$ cat src/rtl/dbus_router_pkg.sv
// Shared types, default SoC map and address-match helper for the Aquila data-bus router.
package dbus_router_pkg;

  typedef enum logic [1:0] {
    ST_IDLE  = 2'd0,
    ST_ISSUE = 2'd1,
    ST_WAIT  = 2'd2,
    ST_RESP  = 2'd3
  } state_e;

  // Widest address the match helper handles; callers zero-extend into it.
  localparam int unsigned MATCH_W = 64;

  localparam logic [31:0] TCM_BASE    = 32'h0000_0000;
  localparam logic [31:0] TCM_MASK    = 32'hF000_0000;
  localparam logic [31:0] DRAM_BASE   = 32'h8000_0000;
  localparam logic [31:0] DRAM_MASK   = 32'hC000_0000;
  localparam logic [31:0] MMIO_BASE   = 32'hC000_0000;
  localparam logic [31:0] MMIO_MASK   = 32'hF000_0000;
  localparam logic [31:0] SYSDEV_BASE = 32'hF000_0000;
  localparam logic [31:0] SYSDEV_MASK = 32'hF000_0000;

  // Region k sits at bits [k*32 +: 32]: 0 TCM, 1 DRAM, 2 MMIO, 3 SYSDEV.
  localparam logic [127:0] SOC_REGION_BASE = {SYSDEV_BASE, MMIO_BASE, DRAM_BASE, TCM_BASE};
  localparam logic [127:0] SOC_REGION_MASK = {SYSDEV_MASK, MMIO_MASK, DRAM_MASK, TCM_MASK};

  function automatic logic region_match(input logic [MATCH_W-1:0] addr,
                                        input logic [MATCH_W-1:0] base,
                                        input logic [MATCH_W-1:0] mask);
    return (addr & mask) == (base & mask);
  endfunction

endpackage

$ cat src/rtl/dbus_addr_decoder.sv
// Combinational base/mask region decoder; lowest matching region wins.
module dbus_addr_decoder
  import dbus_router_pkg::*;
#(
  parameter int unsigned                 XLEN        = 32,
  parameter int unsigned                 N_REGIONS   = 4,
  parameter logic [N_REGIONS*XLEN-1:0]   REGION_BASE = '0,
  parameter logic [N_REGIONS*XLEN-1:0]   REGION_MASK = '0,
  parameter int unsigned                 IDX_W       = (N_REGIONS > 1) ? $clog2(N_REGIONS) : 1
) (
  input  logic [XLEN-1:0]      addr,
  output logic [N_REGIONS-1:0] hit,
  output logic [IDX_W-1:0]     idx,
  output logic                 miss
);

  logic [MATCH_W-1:0] addr_ext_s;
  logic [MATCH_W-1:0] base_ext_s;
  logic [MATCH_W-1:0] mask_ext_s;

  // Scan from the top index down so the lowest match is the last one written.
  always_comb begin
    addr_ext_s             = '0;
    addr_ext_s[XLEN-1:0]   = addr;
    base_ext_s             = '0;
    mask_ext_s             = '0;
    hit                    = '0;
    idx                    = '0;
    miss                   = 1'b1;
    for (int k = int'(N_REGIONS) - 1; k >= 0; k--) begin
      base_ext_s           = '0;
      base_ext_s[XLEN-1:0] = REGION_BASE[k*XLEN +: XLEN];
      mask_ext_s           = '0;
      mask_ext_s[XLEN-1:0] = REGION_MASK[k*XLEN +: XLEN];
      if (region_match(addr_ext_s, base_ext_s, mask_ext_s)) begin
        idx  = IDX_W'(k);
        miss = 1'b0;
      end else begin
        idx  = idx;
        miss = miss;
      end
    end
    for (int k = 0; k < int'(N_REGIONS); k++) begin
      hit[k] = !miss && (idx == IDX_W'(k));
    end
  end

endmodule

$ cat src/rtl/dbus_region_router.sv
// Registered data-bus router: decodes a core request, strobes one region, waits for
// its ready (with optional timeout) and returns a one-cycle registered response.
module dbus_region_router
  import dbus_router_pkg::*;
#(
  parameter int unsigned               XLEN            = 32,
  parameter int unsigned               N_REGIONS       = 4,
  parameter logic [N_REGIONS*XLEN-1:0] REGION_BASE     = {N_REGIONS{32'h0}},
  parameter logic [N_REGIONS*XLEN-1:0] REGION_MASK     = {N_REGIONS{32'hF000_0000}},
  parameter int unsigned               TIMEOUT_CYCLES  = 255,
  parameter bit                        ERR_ON_UNMAPPED = 1'b1
) (
  input  logic                        clk_i,
  input  logic                        rst_ni,
  input  logic                        core_strobe_i,
  input  logic [XLEN-1:0]             core_addr_i,
  input  logic                        core_rw_i,
  input  logic [XLEN/8-1:0]           core_be_i,
  input  logic [XLEN-1:0]             core_wdata_i,
  output logic [XLEN-1:0]             core_rdata_o,
  output logic                        core_ready_o,
  output logic                        core_err_o,
  output logic                        busy_o,
  output logic [N_REGIONS-1:0]        reg_strobe_o,
  output logic [XLEN-1:0]             reg_addr_o,
  output logic                        reg_rw_o,
  output logic [XLEN/8-1:0]           reg_be_o,
  output logic [XLEN-1:0]             reg_wdata_o,
  input  logic [N_REGIONS-1:0]        reg_ready_i,
  input  logic [N_REGIONS*XLEN-1:0]   reg_rdata_i,
  output logic [XLEN-1:0]             err_addr_o
);

  localparam int unsigned IDX_W = (N_REGIONS > 1) ? $clog2(N_REGIONS) : 1;
  localparam int unsigned CNT_W = (TIMEOUT_CYCLES > 0) ? $clog2(TIMEOUT_CYCLES + 1) : 1;

  state_e                 state_r, state_n;
  logic [CNT_W-1:0]       cnt_r, cnt_n;
  logic [IDX_W-1:0]       sel_r;
  logic [N_REGIONS-1:0]   hit_s, strobe_n_s;
  logic [IDX_W-1:0]       idx_s;
  logic                   miss_s, accept_s, to_resp_s, resp_err_s, ready_sel_s;
  logic [XLEN-1:0]        rdata_sel_s, resp_rdata_s, err_addr_s;

  dbus_addr_decoder #(
    .XLEN        (XLEN),
    .N_REGIONS   (N_REGIONS),
    .REGION_BASE (REGION_BASE),
    .REGION_MASK (REGION_MASK),
    .IDX_W       (IDX_W)
  ) u_decoder (
    .addr (core_addr_i),
    .hit  (hit_s),
    .idx  (idx_s),
    .miss (miss_s)
  );

  // Pick the selected region's ready and read data; other regions are never looked at.
  always_comb begin
    ready_sel_s = 1'b0;
    rdata_sel_s = '0;
    for (int k = 0; k < int'(N_REGIONS); k++) begin
      if (sel_r == IDX_W'(k)) begin
        ready_sel_s = reg_ready_i[k];
        rdata_sel_s = reg_rdata_i[k*XLEN +: XLEN];
      end else begin
        ready_sel_s = ready_sel_s;
        rdata_sel_s = rdata_sel_s;
      end
    end
  end

  // Next-state and response decision.
  always_comb begin
    state_n      = state_r;
    cnt_n        = cnt_r;
    accept_s     = 1'b0;
    to_resp_s    = 1'b0;
    resp_err_s   = 1'b0;
    resp_rdata_s = '0;
    err_addr_s   = reg_addr_o;
    strobe_n_s   = '0;
    case (state_r)
      ST_IDLE: begin
        if (core_strobe_i) begin
          accept_s   = 1'b1;
          err_addr_s = core_addr_i;
          if (miss_s) begin
            state_n    = ST_RESP;
            to_resp_s  = 1'b1;
            resp_err_s = ERR_ON_UNMAPPED;
          end else begin
            state_n    = ST_ISSUE;
            strobe_n_s = hit_s;
          end
        end else begin
          state_n = ST_IDLE;
        end
      end
      ST_ISSUE: begin
        if (ready_sel_s) begin
          state_n      = ST_RESP;
          to_resp_s    = 1'b1;
          resp_rdata_s = reg_rw_o ? '0 : rdata_sel_s;
        end else begin
          state_n = ST_WAIT;
          cnt_n   = CNT_W'(1);
        end
      end
      ST_WAIT: begin
        if (ready_sel_s) begin
          state_n      = ST_RESP;
          to_resp_s    = 1'b1;
          resp_rdata_s = reg_rw_o ? '0 : rdata_sel_s;
        end else if ((TIMEOUT_CYCLES != 0) && (cnt_r == CNT_W'(TIMEOUT_CYCLES))) begin
          state_n    = ST_RESP;
          to_resp_s  = 1'b1;
          resp_err_s = 1'b1;
        end else if (cnt_r != {CNT_W{1'b1}}) begin
          cnt_n = cnt_r + CNT_W'(1);
        end else begin
          cnt_n = cnt_r;
        end
      end
      ST_RESP: begin
        state_n = ST_IDLE;
        cnt_n   = '0;
      end
      default: begin
        state_n = ST_IDLE;
        cnt_n   = '0;
      end
    endcase
  end

  // State, counter and all registered outputs.
  always_ff @(posedge clk_i or negedge rst_ni) begin
    if (!rst_ni) begin
      state_r      <= ST_IDLE;
      cnt_r        <= '0;
      sel_r        <= '0;
      core_rdata_o <= '0;
      core_ready_o <= 1'b0;
      core_err_o   <= 1'b0;
      busy_o       <= 1'b0;
      reg_strobe_o <= '0;
      reg_addr_o   <= '0;
      reg_rw_o     <= 1'b0;
      reg_be_o     <= '0;
      reg_wdata_o  <= '0;
      err_addr_o   <= '0;
    end else begin
      state_r      <= state_n;
      cnt_r        <= cnt_n;
      core_ready_o <= to_resp_s;
      core_err_o   <= resp_err_s;
      busy_o       <= (state_n != ST_IDLE);
      reg_strobe_o <= strobe_n_s;
      if (to_resp_s) core_rdata_o <= resp_rdata_s;
      if (to_resp_s && resp_err_s) err_addr_o <= err_addr_s;
      if (accept_s) begin
        sel_r       <= idx_s;
        reg_addr_o  <= core_addr_i;
        reg_rw_o    <= core_rw_i;
        reg_be_o    <= core_be_i;
        reg_wdata_o <= core_wdata_i;
      end else if (state_n == ST_IDLE) begin
        reg_addr_o  <= '0;
        reg_rw_o    <= 1'b0;
        reg_be_o    <= '0;
        reg_wdata_o <= '0;
      end
    end
  end

endmodule

$ cat config.mk
export PLATFORM = sky130hd
export DESIGN_NAME = dbus_region_router
export DESIGN_NICKNAME = d
export VERILOG_FILES = /design/src/rtl/dbus_router_pkg.sv /design/src/rtl/dbus_addr_decoder.sv /design/src/rtl/dbus_region_router.sv
export SDC_FILE = /design/constraint.sdc
export NUM_CORES = 1
export LEC_CHECK = 0
export BUFFER_PORTS_ARGS = -buffer_cell sky130_fd_sc_hd__buf_4
export CAP_MARGIN = 40
export CORE_MARGIN = 8
export CORE_UTILIZATION = 40
export CTS_CLUSTER_SIZE = 40
export DETAILED_ROUTE_END_ITERATION = 16
export HOLD_SLACK_MARGIN = 0.03
export PLACE_DENSITY = 0.76
export SLEW_MARGIN = 0
export SYNTH_ARGS = -nofsm -noshare
export SYNTH_HDL_FRONTEND = slang
export SYNTH_HIERARCHICAL = 1
export SYNTH_SLANG_ARGS = --single-unit
export TNS_END_PERCENT = 50
$ cat constraint.sdc
create_clock -name clk_i -period 4.9 [get_ports clk_i]
set_input_delay 0.98 -clock clk_i [delete_from_list [all_inputs] [get_ports clk_i]]
set_output_delay 0.98 -clock clk_i [all_outputs]
set_load 0.02 [all_outputs]
==> run_results.csv <==
group,metric,value,unit
drt,routed_wl,23900,um
floorplanning,start_util,40.2,%
floorplanning,die_area,22300,um2
synthesis,synth-edff-count,0,
worst_setup_path,critical_path_buf_inv_count,2,
worst_setup_path,ff_to_ff_setup_slack,1.83,ns
drt,dr_vias,5965,
synthesis,netlist_area_before_placement,7120,um2
floorplanning,rows,49,
worst_setup_path,critPathTopFamily,"compound AO/OA/AOI/OAI gates",
drt,route.detailed.drc,0,
cts,cts_tree,"yes",
sta,timing.fmax,326,MHz
synthesis,share_of_synthesized_area_occupied_by_flip_flops_and_latches,53.4,%
worst_setup_path,worstPathMaxFanout,42,
cts,clk_sinks,152,
sta,post-route-worst-setup-slack,1.83,ns
drt,postRouteAntennaNets,0,
cells_and_area,drive_above_1_share,49.8,%
worst_setup_path,slowest_delay,0.70,ns
cts,cts_max_path_buffers,2,
synthesis,yosys_warnings,6,
synthesis,synth_top_cell_by_area,"sky130_fd_sc_hd__dfrtp_1",
floorplanning,top_level_ports,344,
drt,drt_pre_antenna_iters,4,
cts,clk_transition_reported_paths,0.06,ns
drt,vias_per_cell,5.16,
cts,cts_root_buffer,"sky130_fd_sc_hd__clkbuf_16",
worst_setup_path,timing.critical_path.to_type,"flip-flop",
cts,hold_buffers,0,
grt,grt_overflow_total,0,
synthesis,most_frequently_used_cell_type_in_the_post_synthesis_netlist,"sky130_fd_sc_hd__dfrtp_1",
synthesis,synth.top_cell.area_share,53.4,%
sta,slew_viol_final,0,
grt,grtUsageTotal,21.0,%
pwr,static-leakage-power,5.41,nW
placed_design,gpl.final_weighted_congestion,0.827,
worst_setup_path,critical-path-slowest-cell,"sky130_fd_sc_hd__a21oi_4",
placed_design,dp_worst_setup_slack,1.68,ns
worst_setup_path,crit_arrival,3.42,ns
sta,final-hold-violation-count,0,
grt,grt_start_max_net_pins,90,
cells_and_area,final_cell_area,10500,um2
sta,period_minus_ws_final,3.07,ns
grt,initial_antenna_violation_count,2,
cells_and_area,nets,1120,
cells_and_area,sequential_cell_area,3800,um2
grt,first_pass_grt_wire_length,36200,um
worst_setup_path,crit_required,5.25,ns
synthesis,number_of_unique_standard_cell_types_used_by_synthesis,42,
cells_and_area,final.fill_count,1501,
placed_design,hpwl,18000,um
placed_design,placed_cell_area,9850,um2
sta,layout_worst_path_cycle_share,62.6,%
grt,grt_pass1_vias,6336,
drt,detail_route.iter0.violations,323,
synthesis,synth.area.top_cells,"sky130_fd_sc_hd__dfrtp_1 (53%), sky130_fd_sc_hd__mux4_2 (10%), sky130_fd_sc_hd__a22o_1 (8.5%)",
sta,final-setup-viol-count,0,
cts,htree_levels,4,
hold_path,worst_hold_path_type,"flip-flop to flip-flop",
pwr,pwr_density_cell,684,nW/um2
floorplanning,floorplan.die.width,149,um
cells_and_area,multi_input_area,2940,um2
cts,clk-insertion-delay-late,0.42,ns
synthesis,synth_common_cells,"sky130_fd_sc_hd__dfrtp_1 (152), sky130_fd_sc_hd__nand2_1 (116), sky130_fd_sc_hd__a22o_1 (69), sky130_fd_sc_hd__inv_1 (37), sky130_fd_sc_hd__mux4_2 (33)",
cts,inserted_clock_buffers,17,
worst_setup_path,timing_worst_setup_path_type,"flip-flop to flip-flop",
sta,tightest_slew,0.877,ns
synthesis,synthCells,583,
pwr,max-vdd-ir-drop,301,uV
floorplanning,die_height,149,um
placed_design,port_buffers,343,
synthesis,syn_avg_cell_area,12.2,um2
cts,post_cts_buffers,0,
sta,clock_skew,0.00899,ns
pwr,post-layout-total-power,0.00717,W
worst_setup_path,cpMostUsedCell,"sky130_fd_sc_hd__buf_4",
synthesis,ys_ff_latch,152,
sta,rsz0062_at_grt,"false",
sta,relSlewSlack,41.4,%
cells_and_area,area_overhead_of_the_layout_relative_to_synthesis,47.0,%
flow_run,max_cap_violations,0,
worst_setup_path,path_cells,"buf_4, mux4_2, a21oi_2, a21o_2, a21oi_4, buf_4, a22o_1",
outcome,outcome,"completed",
sta,setup_total_negative_slack,0,ns
synthesis,share_of_synthesized_registers_carrying_an_async_set_or_reset,100,%
synthesis,synth_flop_cell,"sky130_fd_sc_hd__dfrtp_1",
floorplanning,design.core.area,17700,um2
drt,wire_per_inst,20.7,um
worst_setup_path,cp-start-kind,"flip-flop",
cts,cts_resized,0,
-- metal layers --
layer / vias up / share of wire (%) / GRT usage [%]
met4: 0 / 2.5 / 7.52
met1: 2911 / 40 / 25.3
li1: 2750 / - / -
met3: 35 / 8.7 / 7.14
met5: - / 0 / 0
met2: 269 / 49 / 34.5
-- stage by stage --
| step | hold slack, ns | utilization, % | instances |
|---|---|---|---|
| CTS | 0.488 | 59.1 | 1153 |
| global placement | 0.472 | 55.4 | 1120 |
| finish | 0.486 | 59.1 | 1155 |
| global route | 0.506 | 59.1 | 1155 |
| floorplan | 0.445 | - | 587 |
| detailed placement | 0.473 | 55.6 | 1121 |
-- worst register-to-register path, stage by stage (launching register included) --
cell	delay, ns
sky130_fd_sc_hd__dfrtp_1	0.41
sky130_fd_sc_hd__buf_4	0.44
sky130_fd_sc_hd__mux4_2	0.36
sky130_fd_sc_hd__a21oi_2	0.07
sky130_fd_sc_hd__a21o_2	0.26
sky130_fd_sc_hd__a21oi_4	0.70
sky130_fd_sc_hd__buf_4	0.53
sky130_fd_sc_hd__a22o_1	0.24
-- area by class of cell --
type                    count  share of cell area (%)
repair buffers            353                    25.5
diodes                      2                  0.0478
flip-flops and latches    152                    36.3
well taps                 229                    2.74
inverters                  37                    1.33
clock buffers              19                    4.33
clock inverters            13                    1.60
multi-input cells         350                    28.1
-- power breakdown --
part / internal (W) / total [W] / leakage, nW / switching (W)
Clock: 0.000835 / 0.00138 / 0.300 / 0.000543
Combinational: 0.00160 / 0.00362 / 3.09 / 0.00202
Sequential: 0.00180 / 0.00217 / 2.02 / 0.000367
Total: 0.00424 / 0.00717 / 5.41 / 0.00293
-- cells by family after synthesis --
logic type | Yosys count | synth area share [%]
buffers and inverters | 85 | 5.67
adders and majority gates | 5 | 0.878
and+or+nand+nor | 145 | 8.62
DFF | 152 | 53.4
AOI/OAI and AO/OA | 128 | 15.5
muxes | 67 | 15.9
other | 1 | 0.0526
-- layout by cell type (no fill, tap or decap), types with 2 or more instances in the layout --
cell,Yosys,final
sky130_fd_sc_hd__buf_4,5,351
sky130_fd_sc_hd__dfrtp_1,152,151
sky130_fd_sc_hd__nand2_1,116,116
sky130_fd_sc_hd__a22o_1,69,69
sky130_fd_sc_hd__inv_1,37,37
sky130_fd_sc_hd__mux4_2,33,33
sky130_fd_sc_hd__mux2_2,32,32
sky130_fd_sc_hd__o2bb2ai_1,32,32
sky130_fd_sc_hd__clkbuf_16,0,17
sky130_fd_sc_hd__o21ai_0,5,5
sky130_fd_sc_hd__a31oi_1,5,5
sky130_fd_sc_hd__ha_1,5,5
sky130_fd_sc_hd__conb_1,1,5
sky130_fd_sc_hd__nor3b_1,4,4
sky130_fd_sc_hd__nand2b_1,4,4
sky130_fd_sc_hd__nor2_1,4,4
sky130_fd_sc_hd__a21oi_1,4,4
sky130_fd_sc_hd__nand3_1,4,4
sky130_fd_sc_hd__and3_1,3,3
sky130_fd_sc_hd__bufinv_16,0,3
sky130_fd_sc_hd__inv_6,0,3
sky130_fd_sc_hd__clkinv_4,0,3
sky130_fd_sc_hd__diode_2,0,2
sky130_fd_sc_hd__nor2b_1,2,2
sky130_fd_sc_hd__and2_1,3,2
sky130_fd_sc_hd__a21oi_4,1,2
sky130_fd_sc_hd__a41oi_1,2,2
sky130_fd_sc_hd__clkbuf_8,0,2
sky130_fd_sc_hd__clkinv_2,0,2
sky130_fd_sc_hd__clkinvlp_4,0,2
-- path summary, 6_finish.rpt --
| kind | startpoint | endpoint | cells after the start |
|---|---|---|---|
| worst max register to register | sel_r[1] | reg_wdata_o[14] | 7 |
| worst min register to register | core_rdata_o[16] | core_rdata_o[16] | 1 |
| min in group asynchronous | rst_ni | err_addr_o[12] | 1 |
| worst max-delay path | sel_r[1] | reg_wdata_o[14] | 7 |
| max in group asynchronous | rst_ni | core_rdata_o[28] | 2 |
| worst min-delay path | core_rdata_o[16] | core_rdata_o[16] | 1 |
-- flip-flops by register name, summed over array words and instances (netlist names), 2 cells and up --
signal and count:
core_rdata_o 32, err_addr_o 32, reg_addr_o 32, reg_wdata_o 32, cnt_r 8, reg_be_o 4
reg_strobe_o 4, sel_r 2, state_r 2
Power figures use the tool's default switching activity.
